==> src/rtl/out_pingpong_buffer_if.sv <==
// Stream bundle for the multi-bank output buffer: producer side, consumer side
// and the status outputs used by the controller for credit accounting.
interface out_pingpong_buffer_if #(
    parameter int DATA_WIDTH = 32,
    parameter int NUM_BANKS  = 2
);
    localparam int CW = $clog2(NUM_BANKS + 1);

    logic                  in_valid;
    logic [DATA_WIDTH-1:0] in_data;
    logic                  in_last;
    logic                  in_ready;
    logic                  out_valid;
    logic [DATA_WIDTH-1:0] out_data;
    logic                  out_last;
    logic                  out_ready;
    logic                  word_sent;
    logic [CW-1:0]         banks_full;

    modport slave (
        input  in_valid, in_data, in_last, out_ready,
        output in_ready, out_valid, out_data, out_last, word_sent, banks_full
    );

    modport master (
        output in_valid, in_data, in_last, out_ready,
        input  in_ready, out_valid, out_data, out_last, word_sent, banks_full
    );
endinterface

==> src/rtl/out_pingpong_buffer.sv <==
// N-bank round-robin output buffer: banks fill from the core stream, close on a
// full bank or in_last, and drain in order with a registered output stage.
module out_pingpong_buffer #(
    parameter int DATA_WIDTH = 32,
    parameter int DEPTH      = 16,
    parameter int NUM_BANKS  = 2
) (
    input  logic                  clk,
    input  logic                  rst,
    out_pingpong_buffer_if.slave  bus
);
    localparam int AW = $clog2(DEPTH);
    localparam int BW = $clog2(NUM_BANKS);
    localparam int CW = $clog2(NUM_BANKS + 1);

    typedef enum logic [1:0] {
        BANK_EMPTY   = 2'd0,
        BANK_FILLING = 2'd1,
        BANK_FULL    = 2'd2
    } bank_state_e;

    bank_state_e           state_q [NUM_BANKS];
    bank_state_e           state_d [NUM_BANKS];
    logic [AW-1:0]         lenm1_q [NUM_BANKS];   // stored as len-1
    logic [AW-1:0]         lenm1_d [NUM_BANKS];
    logic                  last_q  [NUM_BANKS];
    logic                  last_d  [NUM_BANKS];
    logic [DATA_WIDTH-1:0] mem_q   [NUM_BANKS][DEPTH];

    logic [BW-1:0]         wb_q, wb_d, rb_q, rb_d;
    logic [AW-1:0]         wcnt_q, wcnt_d, rcnt_q, rcnt_d;
    logic                  out_valid_q, out_valid_d;
    logic [DATA_WIDTH-1:0] out_data_q, out_data_d;
    logic                  out_last_q, out_last_d;
    logic                  word_sent_q, word_sent_d;
    logic [CW-1:0]         banks_full_q, banks_full_d;
    logic                  write_s, close_s, pop_s, free_s;

    function automatic logic [BW-1:0] next_bank(input logic [BW-1:0] b);
        if (b == BW'(NUM_BANKS - 1)) begin
            return '0;
        end else begin
            return b + 1'b1;
        end
    endfunction

    // Bank bookkeeping, pointers, output stage and occupancy count.
    always_comb begin
        state_d      = state_q;
        lenm1_d      = lenm1_q;
        last_d       = last_q;
        wb_d         = wb_q;
        wcnt_d       = wcnt_q;
        rb_d         = rb_q;
        rcnt_d       = rcnt_q;
        out_valid_d  = out_valid_q;
        out_data_d   = out_data_q;
        out_last_d   = out_last_q;
        banks_full_d = banks_full_q;

        write_s = bus.in_valid && (state_q[wb_q] != BANK_FULL);
        close_s = write_s && ((wcnt_q == AW'(DEPTH - 1)) || bus.in_last);
        pop_s   = (state_q[rb_q] == BANK_FULL) && (!out_valid_q || bus.out_ready);
        free_s  = pop_s && (rcnt_q == lenm1_q[rb_q]);
        word_sent_d = out_valid_q && bus.out_ready;

        if (write_s) begin
            if (close_s) begin
                state_d[wb_q] = BANK_FULL;
                lenm1_d[wb_q] = wcnt_q;
                last_d[wb_q]  = bus.in_last;
                wcnt_d        = '0;
                wb_d          = next_bank(wb_q);
            end else begin
                state_d[wb_q] = BANK_FILLING;
                wcnt_d        = wcnt_q + 1'b1;
            end
        end else begin
            wcnt_d = wcnt_q;
        end

        if (pop_s) begin
            out_valid_d = 1'b1;
            out_data_d  = mem_q[rb_q][rcnt_q];
            out_last_d  = last_q[rb_q] && (rcnt_q == lenm1_q[rb_q]);
            if (free_s) begin
                state_d[rb_q] = BANK_EMPTY;
                rcnt_d        = '0;
                rb_d          = next_bank(rb_q);
            end else begin
                rcnt_d = rcnt_q + 1'b1;
            end
        end else if (bus.out_ready) begin
            out_valid_d = 1'b0;
            out_last_d  = 1'b0;
        end else begin
            out_valid_d = out_valid_q;
        end

        case ({close_s, free_s})
            2'b10:   banks_full_d = banks_full_q + 1'b1;
            2'b01:   banks_full_d = banks_full_q - 1'b1;
            default: banks_full_d = banks_full_q;
        endcase
    end

    // Control state registers with synchronous reset.
    always_ff @(posedge clk) begin
        if (rst) begin
            state_q      <= '{default: BANK_EMPTY};
            lenm1_q      <= '{default: '0};
            last_q       <= '{default: 1'b0};
            wb_q         <= '0;
            wcnt_q       <= '0;
            rb_q         <= '0;
            rcnt_q       <= '0;
            out_valid_q  <= 1'b0;
            out_data_q   <= '0;
            out_last_q   <= 1'b0;
            word_sent_q  <= 1'b0;
            banks_full_q <= '0;
        end else begin
            state_q      <= state_d;
            lenm1_q      <= lenm1_d;
            last_q       <= last_d;
            wb_q         <= wb_d;
            wcnt_q       <= wcnt_d;
            rb_q         <= rb_d;
            rcnt_q       <= rcnt_d;
            out_valid_q  <= out_valid_d;
            out_data_q   <= out_data_d;
            out_last_q   <= out_last_d;
            word_sent_q  <= word_sent_d;
            banks_full_q <= banks_full_d;
        end
    end

    // Bank storage; contents are don't-care until a bank is closed.
    always_ff @(posedge clk) begin
        if (write_s) begin
            mem_q[wb_q][wcnt_q] <= bus.in_data;
        end
    end

    assign bus.in_ready   = (state_q[wb_q] != BANK_FULL);
    assign bus.out_valid  = out_valid_q;
    assign bus.out_data   = out_data_q;
    assign bus.out_last   = out_last_q;
    assign bus.word_sent  = word_sent_q;
    assign bus.banks_full = banks_full_q;
endmodule

==> src/flat_wrapper.sv <==
// flat-port wrapper written by rule: the top's interface ports become plain ports
module out_pingpong_buffer_flat 
#(
    parameter int DATA_WIDTH = 32,
    parameter int DEPTH      = 16,
    parameter int NUM_BANKS  = 2
)
  (clk, rst, bus_in_valid, bus_in_data, bus_in_last, bus_out_ready, bus_in_ready, bus_out_valid, bus_out_data, bus_out_last, bus_word_sent, bus_banks_full);
  out_pingpong_buffer_if #(.DATA_WIDTH(DATA_WIDTH), .NUM_BANKS(NUM_BANKS)) bus_i ();
  input  logic clk;
  input  logic rst;
  input wire logic [$bits(bus_i.in_valid)-1:0] bus_in_valid;
  input wire logic [$bits(bus_i.in_data)-1:0] bus_in_data;
  input wire logic [$bits(bus_i.in_last)-1:0] bus_in_last;
  input wire logic [$bits(bus_i.out_ready)-1:0] bus_out_ready;
  output wire logic [$bits(bus_i.in_ready)-1:0] bus_in_ready;
  output wire logic [$bits(bus_i.out_valid)-1:0] bus_out_valid;
  output wire logic [$bits(bus_i.out_data)-1:0] bus_out_data;
  output wire logic [$bits(bus_i.out_last)-1:0] bus_out_last;
  output wire logic [$bits(bus_i.word_sent)-1:0] bus_word_sent;
  output wire logic [$bits(bus_i.banks_full)-1:0] bus_banks_full;
  assign bus_i.in_valid = bus_in_valid;
  assign bus_i.in_data = bus_in_data;
  assign bus_i.in_last = bus_in_last;
  assign bus_i.out_ready = bus_out_ready;
  assign bus_in_ready = bus_i.in_ready;
  assign bus_out_valid = bus_i.out_valid;
  assign bus_out_data = bus_i.out_data;
  assign bus_out_last = bus_i.out_last;
  assign bus_word_sent = bus_i.word_sent;
  assign bus_banks_full = bus_i.banks_full;
  out_pingpong_buffer #(.DATA_WIDTH(DATA_WIDTH), .DEPTH(DEPTH), .NUM_BANKS(NUM_BANKS)) u_core (.clk(clk), .rst(rst), .bus(bus_i));
endmodule
==> config.mk <==
export PLATFORM = sky130hd
export DESIGN_NAME = out_pingpong_buffer_flat
export DESIGN_NICKNAME = d
export VERILOG_FILES = /design/src/rtl/out_pingpong_buffer_if.sv /design/src/rtl/out_pingpong_buffer.sv /design/src/flat_wrapper.sv
export SDC_FILE = /design/constraint.sdc
export NUM_CORES = 1
export LEC_CHECK = 0
export CORE_MARGIN = 2
export CORE_UTILIZATION = 35
export DETAILED_ROUTE_END_ITERATION = 10
export REMOVE_ABC_BUFFERS = 1
export SLEW_MARGIN = 20
export SYNTH_ARGS = -nofsm -noshare
export SYNTH_HDL_FRONTEND = slang
export SYNTH_SLANG_ARGS = --single-unit
==> constraint.sdc <==
create_clock -name clk -period 3.97 [get_ports clk]
set_input_delay 0.397 -clock clk [delete_from_list [all_inputs] [get_ports clk]]
set_output_delay 0.397 -clock clk [all_outputs]
set_load 0.01 [all_outputs]
==> metrics.yaml, run 1 <==
status: "finished clean"
endpoint_kind: "flop"
io_buffers: 74
post-synth-top-area-cell: "edfxtp_1"
rr_worst_depth: 7
ys_ff_latch: 1086
die_w_um: 352
cts_buffers: 109
die_area_um2: 124000
ir_drop_mv: 0.322
yosysMostFrequentCell: "edfxtp_1"
cpPeakStageDelay_ps: 630
grt_max_degree: 71
period_minus_slack_ps: 2880
netlist_area_um2: 42300
place_area_um2: 45600
clock-sinks: 1086
min_path_cells: 2
io_pins: 75
area_growth_pct: 15.9
ys_seq_area_frac: 0.756
overflow: 0
initial_utilization: 0.353
max_freq_mhz: 347
wl_per_cell_um: 26.2
worst-path-max-fanout: 11
dr.pass1.iters: 5
yosys-top-cells-count: "edfxtp_1, mux2i_1, a22oi_1"
ctsResizeCount: 0
num-nets-final: 2592
ys_warn_count: 0
drt-initial-drc-count: 2475
cap_violations: 0
slew_violations: 0
postCtsSetupBuffers: 0
rsz0062_at_grt: "no"
dp_hpwl_um: 66600
multi_input_area_um2: 9690
critPathKind: "flop to flop"
detail-route-antenna-nets: 0
grt_use_total: 0.178
whs_ps: 249
cp.depth: 7
globalplace.congestion: 0.803
slowest_stage: "dfxtp_1"
setup_viol: 0
synth-edff-count: 1024
synth_ff_type: "edfxtp_1"
synthCells: 2389
syn_avg_cell_area_um2: 17.7
cellPowerDensity_nw_per_um2: 503
vias: 22700
grt_pass1_wl_um: 160000
design_area_um2: 49100
antenna_found_initial: 7
drc: 0
root_buffer: "clkbuf_16"
clock_latency_ps: 690
cts_buffer_depth: 3
path_cells: "mux2i_1 > xor2_1 > nand4_1 > nor2_1 > ha_1 > or3_1 > a21oi_1"
regArea_um2: 32000
power.static_leakage_nw: 14.9
synthDistinctLibCells: 42
tightest_slew_ps: 1120
clk_pin_slew_worst_paths_ps: 60
fin_skew_ps: 23.6
cts_hold_buf: 0
synthTopCellsByArea: "edfxtp_1, mux2i_1, a22oi_1"
cts_tree: "built"
slew_headroom: 0.256
dp_worst_setup_slack_ps: 1120
cpLargestDelayFamily: "simple AND/OR/NAND/NOR gates"
critPathArrivalTime_ps: 3480
start_kind: "flop"
synthArstFlopShare: 0
core_um2: 120000
layout_setup_ws_ps: 1090
crit_buf_inv: 0
hold_violations: 0
drt-total-wl_um: 111000
die_h_um: 352
r2r-start: "u_core.rb_q$_SDFFE_PP0P_"
n_fill_cell: 10600
h-tree-depth: 3
period_share: 0.725
reg2reg_to: "u_core.bus.banks_full[1]$_SDFFE_PP0P_"
drive_above_1_share: 0.141
hold-path-endpoint: "u_core.last_q[1]$_SDFFE_PP0P_"
rrSetupSlack_ps: 1090
via_per_inst: 5.33
num_rows: 127
grt_pass1_vias: 22800
cp_data_required_time_ps: 4570
synth_top_area_frac: 0.727
hold_class: "primary input to flop"
holdCritStartpoint: "rst"
## power breakdown
part / internal (mW) / leakage (nW) / switching [mW]
Sequential: 12.7 / 9.73 / 0.108
Clock: 5.58 / 1.69 / 4.21
Combinational: 0.848 / 3.46 / 1.25
## metrics by stage
stage / setup TNS [ps] / instances / total power [mW] / utilization
after global placement: 0 / 4050 / 15.1 / 0.380
after detailed placement: 0 / 4050 / 15.1 / 0.380
after global routing: 0 / 4252 / 25.5 / 0.409
final: 0 / 4253 / 24.7 / 0.409
after floorplan: -474230 / 2245 / 15.4 / -
after CTS: 0 / 4252 / 24.9 / 0.409
## metal layers
metal,share of wire,vias up,GRT usage
li1,-,9923,-
met4,0.026,2,0.0517
met3,0.066,169,0.0297
met1,0.42,11800,0.243
met5,0.00013,-,0
met2,0.48,807,0.293
## kinds of logic (layout without fill, tap and decap cells)
family / count (synthesis) / after routing / synth area share
DFF: 1086 / 1086 / 0.756
xor gates and xnor gates: 11 / 11 / 0.00228
buffers and inverters: 149 / 400 / 0.0217
other: 0 / 1 / 0
adders and majority gates: 6 / 6 / 0.00177
and+or+nand+nor: 172 / 172 / 0.0203
muxes: 526 / 526 / 0.124
AOI/OAI and AO/OA: 439 / 439 / 0.0735
## cell type report
class,count,share of cell area
flip-flops and latches,1086,0.652
well taps,1612,0.0411
multi-input cells,1154,0.197
clock buffers,150,0.0618
repair buffers,193,0.0392
inverters,5,0.000383
clock inverters,52,0.00778
diodes,1,0.0000510
## placed cells by master (no fill, tap or decap), types with 30 or more instances in the layout
master,n
a211oi_2,33
a21oi_1,137
a22oi_1,257
buf_4,91
clkbuf_16,113
clkdlybuf4s50_1,59
dfxtp_1,61
edfxtp_1,1024
mux2i_1,525
nor2_1,57
nor2_4,30
or4_1,32
## how the worst max path moves through the flow
stage	slack, ps	from	to
global route	950	u_core.rb_q$_SDFFE_PP0P_	u_core.bus.banks_full[1]$_SDFFE_PP0P_
detailed placement	1120	bus_in_valid	u_core.mem_q[0][421]$_DFFE_PP_
CTS	1120	u_core.rcnt_q[0]$_SDFFE_PP0P_	u_core.bus.out_data[4]$_SDFFE_PP0P_
global placement	1110	bus_in_valid	u_core.mem_q[0][433]$_DFFE_PP_
floorplan	-14580	flop	u_core.bus.out_data[30]$_SDFFE_PP0P_
finish	1090	u_core.rb_q$_SDFFE_PP0P_	u_core.bus.banks_full[1]$_SDFFE_PP0P_
## worst register-to-register path, stage by stage, from the launching register on
cell and delay [ps]:
dfxtp_1 630, mux2i_1 420, xor2_1 210, nand4_1 190, nor2_1 500, ha_1 380, or3_1 360, a21oi_1 140
## registers in the layout, indices dropped and copies added, names as in the netlist, named ones only
register and cells:
u_core.wcnt_q 4, u_core.bus.banks_full 2, u_core.rb_q 1, u_core.rcnt_q 4
u_core.mem_q 1024, u_core.bus.out_valid 1, u_core.lenm1_q 8, u_core.bus.out_data 32
u_core.state_q 4, u_core.last_q 2, u_core.wb_q 1, u_core.bus.word_sent 1
u_core.bus.out_last 1
Power figures use the tool's default switching activity.
==> run 2, diff against run 1 <==
Clock period 3.97 ns to 2.6 ns, I/O delays scaled along.
==> run 2 against run 1 <==
Highest routed layer is now met4. Register-to-register slack worse by 910 ps. Clock power is 54% higher. Sequential cell count stayed put.
==> metrics.yaml, run 2 (synthesis results as in run 1) <==
final_cell_mix: "edfxtp_1, mux2i_1, a22oi_1, a21oi_1, clkbuf_16"
drc: 0  # unchanged
cts_buffer_depth: 3  # unchanged
cts_tree: "built"
globalplace.congestion: 0.795  # -0.95%
die_area_um2: 124000  # unchanged
start_kind: "flop"
largest_register_ffs: 1024  # unchanged
die_w_um: 352  # unchanged
tightest_slew_ps: 541  # -575 ps
layout_setup_ws_ps: 178  # -912 ps
status: "finished clean"
drive_above_1_share: 0.153  # +0.0128
period_share: 0.932  # +0.206
area_growth_pct: 19.1
dr.pass1.iters: 7  # +2
antenna_found_initial: 1  # -6
rsz0062_at_grt: "no"
cp_data_required_time_ps: 3210  # -1360 ps
slew_headroom: 0.629  # +0.373
drt-total-wl_um: 109000  # -2.1%
hold_class: "primary input to flop"
setup_viol: 0  # unchanged
root_buffer: "clkbuf_16"
max_freq_mhz: 413  # +19%
initial_utilization: 0.353  # unchanged
hold_violations: 0  # unchanged
power.static_leakage_nw: 15.4  # +3.6%
period_minus_slack_ps: 2420  # -458 ps
switching_power_mw: 8.44  # +51%
clock-sinks: 1086  # unchanged
grt_max_degree: 49  # -31%
dp_hpwl_um: 63200  # -5.0%
worst-path-max-fanout: 22  # +11
final_util: 0.420  # +0.0113
io_buffers: 74  # unchanged
critPathKind: "flop to flop"
ctsResizeCount: 0  # unchanged
num-nets-final: 2659  # +2.6%
whs_ps: 166  # -83.6 ps
endpoint_kind: "flop"
vias: 22800  # +0.51%
p_clk_frac: 0.399  # +0.002
grt_pass1_vias: 23000  # +0.64%
clock_latency_ps: 680  # about the same
grt_use_total: 0.175  # -0.00338
core_um2: 120000  # unchanged
seq_power_share: 0.513  # -0.005
dp_worst_setup_slack_ps: 172  # -948 ps
wl_per_cell_um: 25.2  # -3.6%
fin_skew_ps: 24.4  # +0.854 ps
overflow: 0  # unchanged
detail-route-antenna-nets: 0  # unchanged
cts_buffers: 109  # unchanged
swShare: 0.222  # -0.00358
critPathArrivalTime_ps: 3030  # -450 ps
drt-initial-drc-count: 2297  # -7.2%
h-tree-depth: 3  # unchanged
p_comb_frac: 0.088  # +0.003
num_antenna_cells: 0  # -1
regMostFlops: "u_core.mem_q"
cap_violations: 0  # unchanged
slew_violations: 0  # unchanged
ir_drop_mv: 0.583  # +81%
num_rows: 127  # unchanged
clk_pin_slew_worst_paths_ps: 60  # about the same
final_common_cell: "edfxtp_1"
grt_pass1_wl_um: 158000  # -1.3%
power.internal_mw: 29.5  # +54%
cellPowerDensity_nw_per_um2: 753  # +50%
io_pins: 75  # unchanged
die_h_um: 352  # unchanged
via_per_inst: 5.27  # -1.0%
==> run 2: worst max-delay path, cell delays in order, from the launching register on <==
cell,delay [ps]
dfxtp_4,410
buf_12,230
buf_4,340
mux2i_1,220
a22oi_1,260
a21oi_1,100
or4_1,540
a211oi_2,230
==> run 2: layout make-up <==
cell class	count	area, µm²
multi-input combinational	1154	9690
fill	10500	69600
sequential	1086	32000
clock inverter	67	587
inverter	5	18.8
timing repair buffer	260	3240
clock buffer	135	2870
tap	1612	2020
==> run 2: power by group through the flow <==
stage	logic (mW)	clock network [mW]	registers, mW
6_report	3.34	15.1	19.5
5_1_grt	3.58	16.1	19.5
4_1_cts	3.37	15.4	19.5
3_5_place_dp	3.36	0	19.9
3_3_place_gp	3.32	0	19.9
2_1_floorplan	2.30	0	20.1
==> run 2: final timing paths <==
check	start	endpoint	slack [ps]	cells after the start
worst min-delay path	bus_out_ready	u_core.bus.word_sent$_SDFF_PP0_	170	3
worst max-delay path	flop	u_core.bus.out_data[27]$_SDFFE_PP0P_	180	7
worst max register to register	flop	u_core.bus.out_data[27]$_SDFFE_PP0P_	180	7
worst min register to register	u_core.bus.out_valid$_SDFFE_PP0P_	u_core.bus.word_sent$_SDFF_PP0_	470	2
==> run 2: through the flow <==
stage | std cells | total power [mW] | cell area, µm² | setup TNS, ps
6_report | 4319 | 38.0 | 50400 | 0
5_1_grt | 4319 | 39.2 | 50400 | 0
4_1_cts | 4319 | 38.3 | 50400 | 0
3_5_place_dp | 4116 | 23.2 | 46900 | 0
3_3_place_gp | 4116 | 23.2 | 46900 | 0
2_1_floorplan | 2245 | 22.4 | 41400 | -1113040
==> run 2: routing by layer <==
layer / global-route usage / up-vias / part of all wire
met5: 0 / - / 0
met4: 0.0479 / 0 / 0.023
met3: 0.0281 / 158 / 0.062
met2: 0.286 / 755 / 0.48
met1: 0.242 / 11800 / 0.43
li1: - / 10100 / -
==> run 2: what timing repair did <==
item,4_1_cts,5_1_grt
hold buffers,1,0
hold endpoints to repair,21,0
setup buffers,0,0
